[src/rtl/output_16.sv]
// ============================================================================
// Module   : output_16
// Purpose  : Serialises a captured 16-bit result plus flag nibble onto a
//            10-bit tagged output bus (high byte, low byte, status) with
//            idle gaps and a one-deep pending buffer.
// Options  : `define OUT_PARITY_EN puts result parity in status bit 0.
// Revision : 1.0 - initial release
// ============================================================================
`default_nettype none

module output_16 #(
  parameter int GAP_CYCLES = 1
) (
  input  logic        clock,
  input  logic        reset,
  input  logic [15:0] result,
  input  logic [3:0]  flags,
  input  logic        done,
  output logic [9:0]  out,
  output logic        busy,
  output logic        pending,
  output logic        lost
);

  typedef enum logic [2:0] {
    IDLE = 3'd0,
    HI   = 3'd1,
    LO   = 3'd2,
    STAT = 3'd3,
    GAP  = 3'd4
  } state_t;

  typedef enum logic [1:0] {
    TGT_LO   = 2'd0,
    TGT_STAT = 2'd1,
    TGT_END  = 2'd2
  } target_t;

  localparam bit         HAS_GAP  = (GAP_CYCLES != 0);
  localparam logic [3:0] GAP_LOAD = HAS_GAP ? 4'(GAP_CYCLES - 1) : 4'd0;

  state_t      state_q, state_d;
  target_t     tgt_q, tgt_d;
  logic [3:0]  cnt_q, cnt_d;
  logic [19:0] active_q, active_d;
  logic [19:0] pend_data_q, pend_data_d;
  logic        pend_q, pend_d;
  logic        lost_q, lost_d;
  logic [19:0] capture;
  logic        end_of_frame;
  logic        parity_bit;
  logic [9:0]  out_d;

  assign capture = {result, flags};

  always_comb begin
    state_d      = state_q;
    tgt_d        = tgt_q;
    cnt_d        = cnt_q;
    active_d     = active_q;
    pend_d       = pend_q;
    pend_data_d  = pend_data_q;
    lost_d       = lost_q;
    end_of_frame = 1'b0;

    case (state_q)
      IDLE: begin
        if (done) begin
          active_d = capture;
          state_d  = HI;
        end
      end
      HI: begin
        if (HAS_GAP) begin
          state_d = GAP;
          tgt_d   = TGT_LO;
          cnt_d   = GAP_LOAD;
        end else begin
          state_d = LO;
        end
      end
      LO: begin
        if (HAS_GAP) begin
          state_d = GAP;
          tgt_d   = TGT_STAT;
          cnt_d   = GAP_LOAD;
        end else begin
          state_d = STAT;
        end
      end
      STAT: begin
        if (HAS_GAP) begin
          state_d = GAP;
          tgt_d   = TGT_END;
          cnt_d   = GAP_LOAD;
        end else begin
          end_of_frame = 1'b1;
        end
      end
      GAP: begin
        if (cnt_q == 4'd0) begin
          case (tgt_q)
            TGT_LO:   state_d = LO;
            TGT_STAT: state_d = STAT;
            default:  end_of_frame = 1'b1;
          endcase
        end else begin
          cnt_d = cnt_q - 4'd1;
        end
      end
      default: state_d = IDLE;
    endcase

    // A done on the closing cycle chains straight into the next frame.
    if (end_of_frame) begin
      if (pend_q) begin
        active_d = pend_data_q;
        state_d  = HI;
        pend_d   = done;
        if (done) pend_data_d = capture;
      end else if (done) begin
        active_d = capture;
        state_d  = HI;
      end else begin
        state_d = IDLE;
      end
    end else if (state_q != IDLE && done) begin
      if (!pend_q) begin
        pend_d      = 1'b1;
        pend_data_d = capture;
      end else begin
        lost_d = 1'b1;
      end
    end
  end

`ifdef OUT_PARITY_EN
  assign parity_bit = ^active_d[19:4];
`else
  assign parity_bit = 1'b0;
`endif

  // Output is formed from the next state so the register shows the beat
  // of the state being entered.
  always_comb begin
    out_d = 10'h000;
    case (state_d)
      HI:      out_d = {active_d[19:12], 2'b01};
      LO:      out_d = {active_d[11:4], 2'b10};
      STAT:    out_d = {active_d[3:0], 3'b000, parity_bit, 2'b11};
      default: out_d = 10'h000;
    endcase
  end

  always_ff @(posedge clock or posedge reset) begin
    if (reset) begin
      state_q     <= IDLE;
      tgt_q       <= TGT_LO;
      cnt_q       <= 4'd0;
      active_q    <= 20'h0;
      pend_data_q <= 20'h0;
      pend_q      <= 1'b0;
      lost_q      <= 1'b0;
      out         <= 10'h000;
      busy        <= 1'b0;
    end else begin
      state_q     <= state_d;
      tgt_q       <= tgt_d;
      cnt_q       <= cnt_d;
      active_q    <= active_d;
      pend_data_q <= pend_data_d;
      pend_q      <= pend_d;
      lost_q      <= lost_d;
      out         <= out_d;
      busy        <= (state_d != IDLE);
    end
  end

  assign pending = pend_q;
  assign lost    = lost_q;

endmodule

`default_nettype wire

[config.mk]
export PLATFORM = sky130hd
export DESIGN_NAME = output_16
export DESIGN_NICKNAME = d
export VERILOG_FILES = /design/src/rtl/output_16.sv
export SDC_FILE = /design/constraint.sdc
export NUM_CORES = 1
export LEC_CHECK = 0
export ABC_AREA = 1
export CAP_MARGIN = 20
export CORE_AREA = 3 3 96 98
export CTS_CLUSTER_DIAMETER = 60
export DETAILED_ROUTE_END_ITERATION = 6
export DIE_AREA = 0 0 99 101
export PLACE_DENSITY = 0.6
export SLEW_MARGIN = 20
export SYNTH_ARGS = -nofsm -noshare
export SYNTH_HDL_FRONTEND = slang
export SYNTH_SLANG_ARGS = --single-unit
[constraint.sdc]
create_clock -name clock -period 5.3 [get_ports clock]
set_clock_uncertainty 0.1 [all_clocks]
set_input_delay 1.59 -clock clock [delete_from_list [all_inputs] [get_ports clock]]
set_output_delay 1.59 -clock clock [all_outputs]
set_load 0.02 [all_outputs]
==> metrics.yaml <==
antenna_found_initial: 0
slew-limit-headroom_pct: 43.73
cts-root-buf: "clkbuf_8"
nets: 507
wl_met3_um: 425
power.density_nw_per_um2: 533.1
insertion_delay_ps: 340
layout-drive-gt1-share_pct: 10.04
rows: 34
cpMostUsedCell: "o21ai_2"
synthTopCellsByArea: "dfrtp_1, nand2_1, nand3_1"
ir_drop_mv: 0.1860
slowest_delay_ps: 670
dieArea_um2: 9999
crit_chain: "clkdlybuf4s50_1 -> buf_4 -> inv_1 -> o21ai_2 -> nand2_2 -> nand2_1 -> o21ai_2"
dr_wl_met2_um: 3533
wl_met1_um: 4061
fin_crit_sh_pct: 74.87
yosys_register_bits: 62
via_count: 2954
synth_edf_count: 0
async_flop_share_pct: 100.0
ys_seq_area_share_pct: 46.58
die_w_um: 99
outcome: "finished clean"
tns_ps: 0
cp-start-kind: "input pin"
topRoutingLayerUsed: "met4"
drt-wirelength-per-cell_um: 13.66
hold_violations: 0
ys_types: 30
worstHoldPathType: "flip-flop to flip-flop"
drcViolationCount: 0
critPathArrivalTime_ps: 4080
power.leakage_nw: 1.967
syn_inst: 456
synth_top_cell_by_area: "dfrtp_1"
design.core.area_um2: 8551
pin_count: 36
postCtsSetupBuffers: 0
synthMostInstantiatedCell: "nand2_1"
layout_min_cycle_time_ps: 3968
synth_ff_type: "dfrtp_1"
end_kind: "flip-flop"
drv_slew: 0
slowest_stage: "o21ai_2"
ys_top_cells_by_count: "nand2_1, dfrtp_1, nand3_1, inv_1"
final-instance-count-excl-fill: 596
cts_tree: "built"
avgViaCountPerCell: 4.956
cts_buffers: 9
dp.cells: 580
dp_hpwl_um: 5559
die_h_um: 101
cts_resized: 0
grt_usage_pct: 17.29
io_buffers: 35
syn_area_per_cell_um2: 7.304
clk_pin_slew_ps: 70
postCtsHoldBufs: 0
fmaxAchievable_ghz: 0.2520
diodes: 0
grt.overflow.total: 0
yosys.area.top_type_share_pct: 46.58
synth_nets: 480
gp_congestion: 0.8294
routed_wl_um: 8140
worstMarginPinSlew_ps: 842.9
initialDrtViolationCount: 217
postRouteAntennaNets: 0
cts_buffer_depth: 2
drv_cap: 0
ys_warn_count: 0
required_ps: 5410
htree_levels: 3
grt_pass1_wl_um: 13790
clock-sinks: 62
initial_utilization_pct: 38.95
drt_pass1_iterations: 5
critPathKind: "input pin to flip-flop"
grt_max_degree: 40
cp_max_fo: 31
areaGrowthSynthToFinish_pct: 16.75
setup_violations: 0
synth_area_um2: 3331
grt_pass1_vias: 2644
rsz0062_at_grt: "false"
## through the flow
stage | util, % | setup slack [ps] | power (W) | hold slack [ps] | instance area, um2
floorplan | - | 2069 | 0.001477 | 334.5 | 3331
global placement | 43.53 | 1066 | 0.001706 | 349.4 | 3722
detailed placement | 43.53 | 982.7 | 0.001721 | 354.7 | 3722
CTS | 45.48 | 1345 | 0.002082 | 371.4 | 3889
global route | 45.48 | 1134 | 0.002251 | 392.7 | 3889
finish | 45.48 | 1332 | 0.002073 | 368.7 | 3889
## per-layer routing
metal	vias up	global-route usage (%)
li1	1488	-
met1	1369	25.99
met2	86	24.85
met3	11	2.907
met4	0	6.303
met5	-	0
## final cells by class
cell class	instances	area, um2
well taps	108	135.1
multi-input cells	340	1543
clock buffers	10	127.6
inverters	32	120.1
fillers	849	4662
repair buffers	38	372.9
flip-flops and latches	62	1551
clock inverters	6	38.79
## where the power goes
part	leakage [nW]	total (W)	switching, W	internal, W
registers	0.753	0.000798	0.000119	0.000680
clock network	0.0820	0.000355	0.000187	0.000168
logic	1.13	0.000920	0.000569	0.000351
total	1.97	0.00207	0.000875	0.00120
## state kept, by name (all words and copies together), names as in the netlist
signal and flops:
active_q 20, pend_data_q 20, out 10, cnt_q 4, state_q 3, tgt_q 2
busy 1, lost 1, pending 1
## cell families after synthesis
group | count (synthesis) | share of synthesized area, %
DFF | 62 | 46.58
adders and majority gates | 1 | 0.3756
AOI/OAI and AO/OA | 42 | 7.964
xor gates and xnor gates | 1 | 0.2630
and+or+nand+nor | 296 | 37.72
buffers and inverters | 54 | 7.100
## placed cells by master, fill, tap and decap left out, types with 4 or more instances in the layout
master | Yosys | layout
inv_2 | 4 | 5
clkbuf_8 | 0 | 9
clkdlybuf4s50_1 | 0 | 35
or2_2 | 12 | 12
dfrtp_1 | 62 | 62
o211ai_1 | 4 | 4
inv_1 | 28 | 27
nand2_1 | 198 | 198
nand3_1 | 55 | 55
nor2_1 | 15 | 15
a21oi_1 | 11 | 11
o21ai_0 | 15 | 15
o21ai_2 | 5 | 5
and2_1 | 4 | 4
## worst paths after layout
| path | to | slack (ps) | cells after the start | from |
|---|---|---|---|---|
| setup / recovery | pend_data_q[0] | 1330 | 7 | done |
| hold / removal | pend_data_q[18] | 370 | 2 | pend_data_q[18] |
| setup reg to reg | pend_data_q[0] | 2090 | 8 | state_q[0] |
| hold reg to reg | pend_data_q[18] | 370 | 2 | pend_data_q[18] |
| max in group asynchronous | pend_data_q[19] | 2620 | 3 | reset |
| min in group asynchronous | active_q[5] | 1640 | 2 | reset |
## critical path, delay by kind of cell
| family | cells | cell delay (ps) |
|---|---|---|
| simple gates | 2 | 680 |
| compound gates | 2 | 740 |
| buf+inv | 3 | 1040 |
No activity file was read; power rests on OpenSTA's default activity.
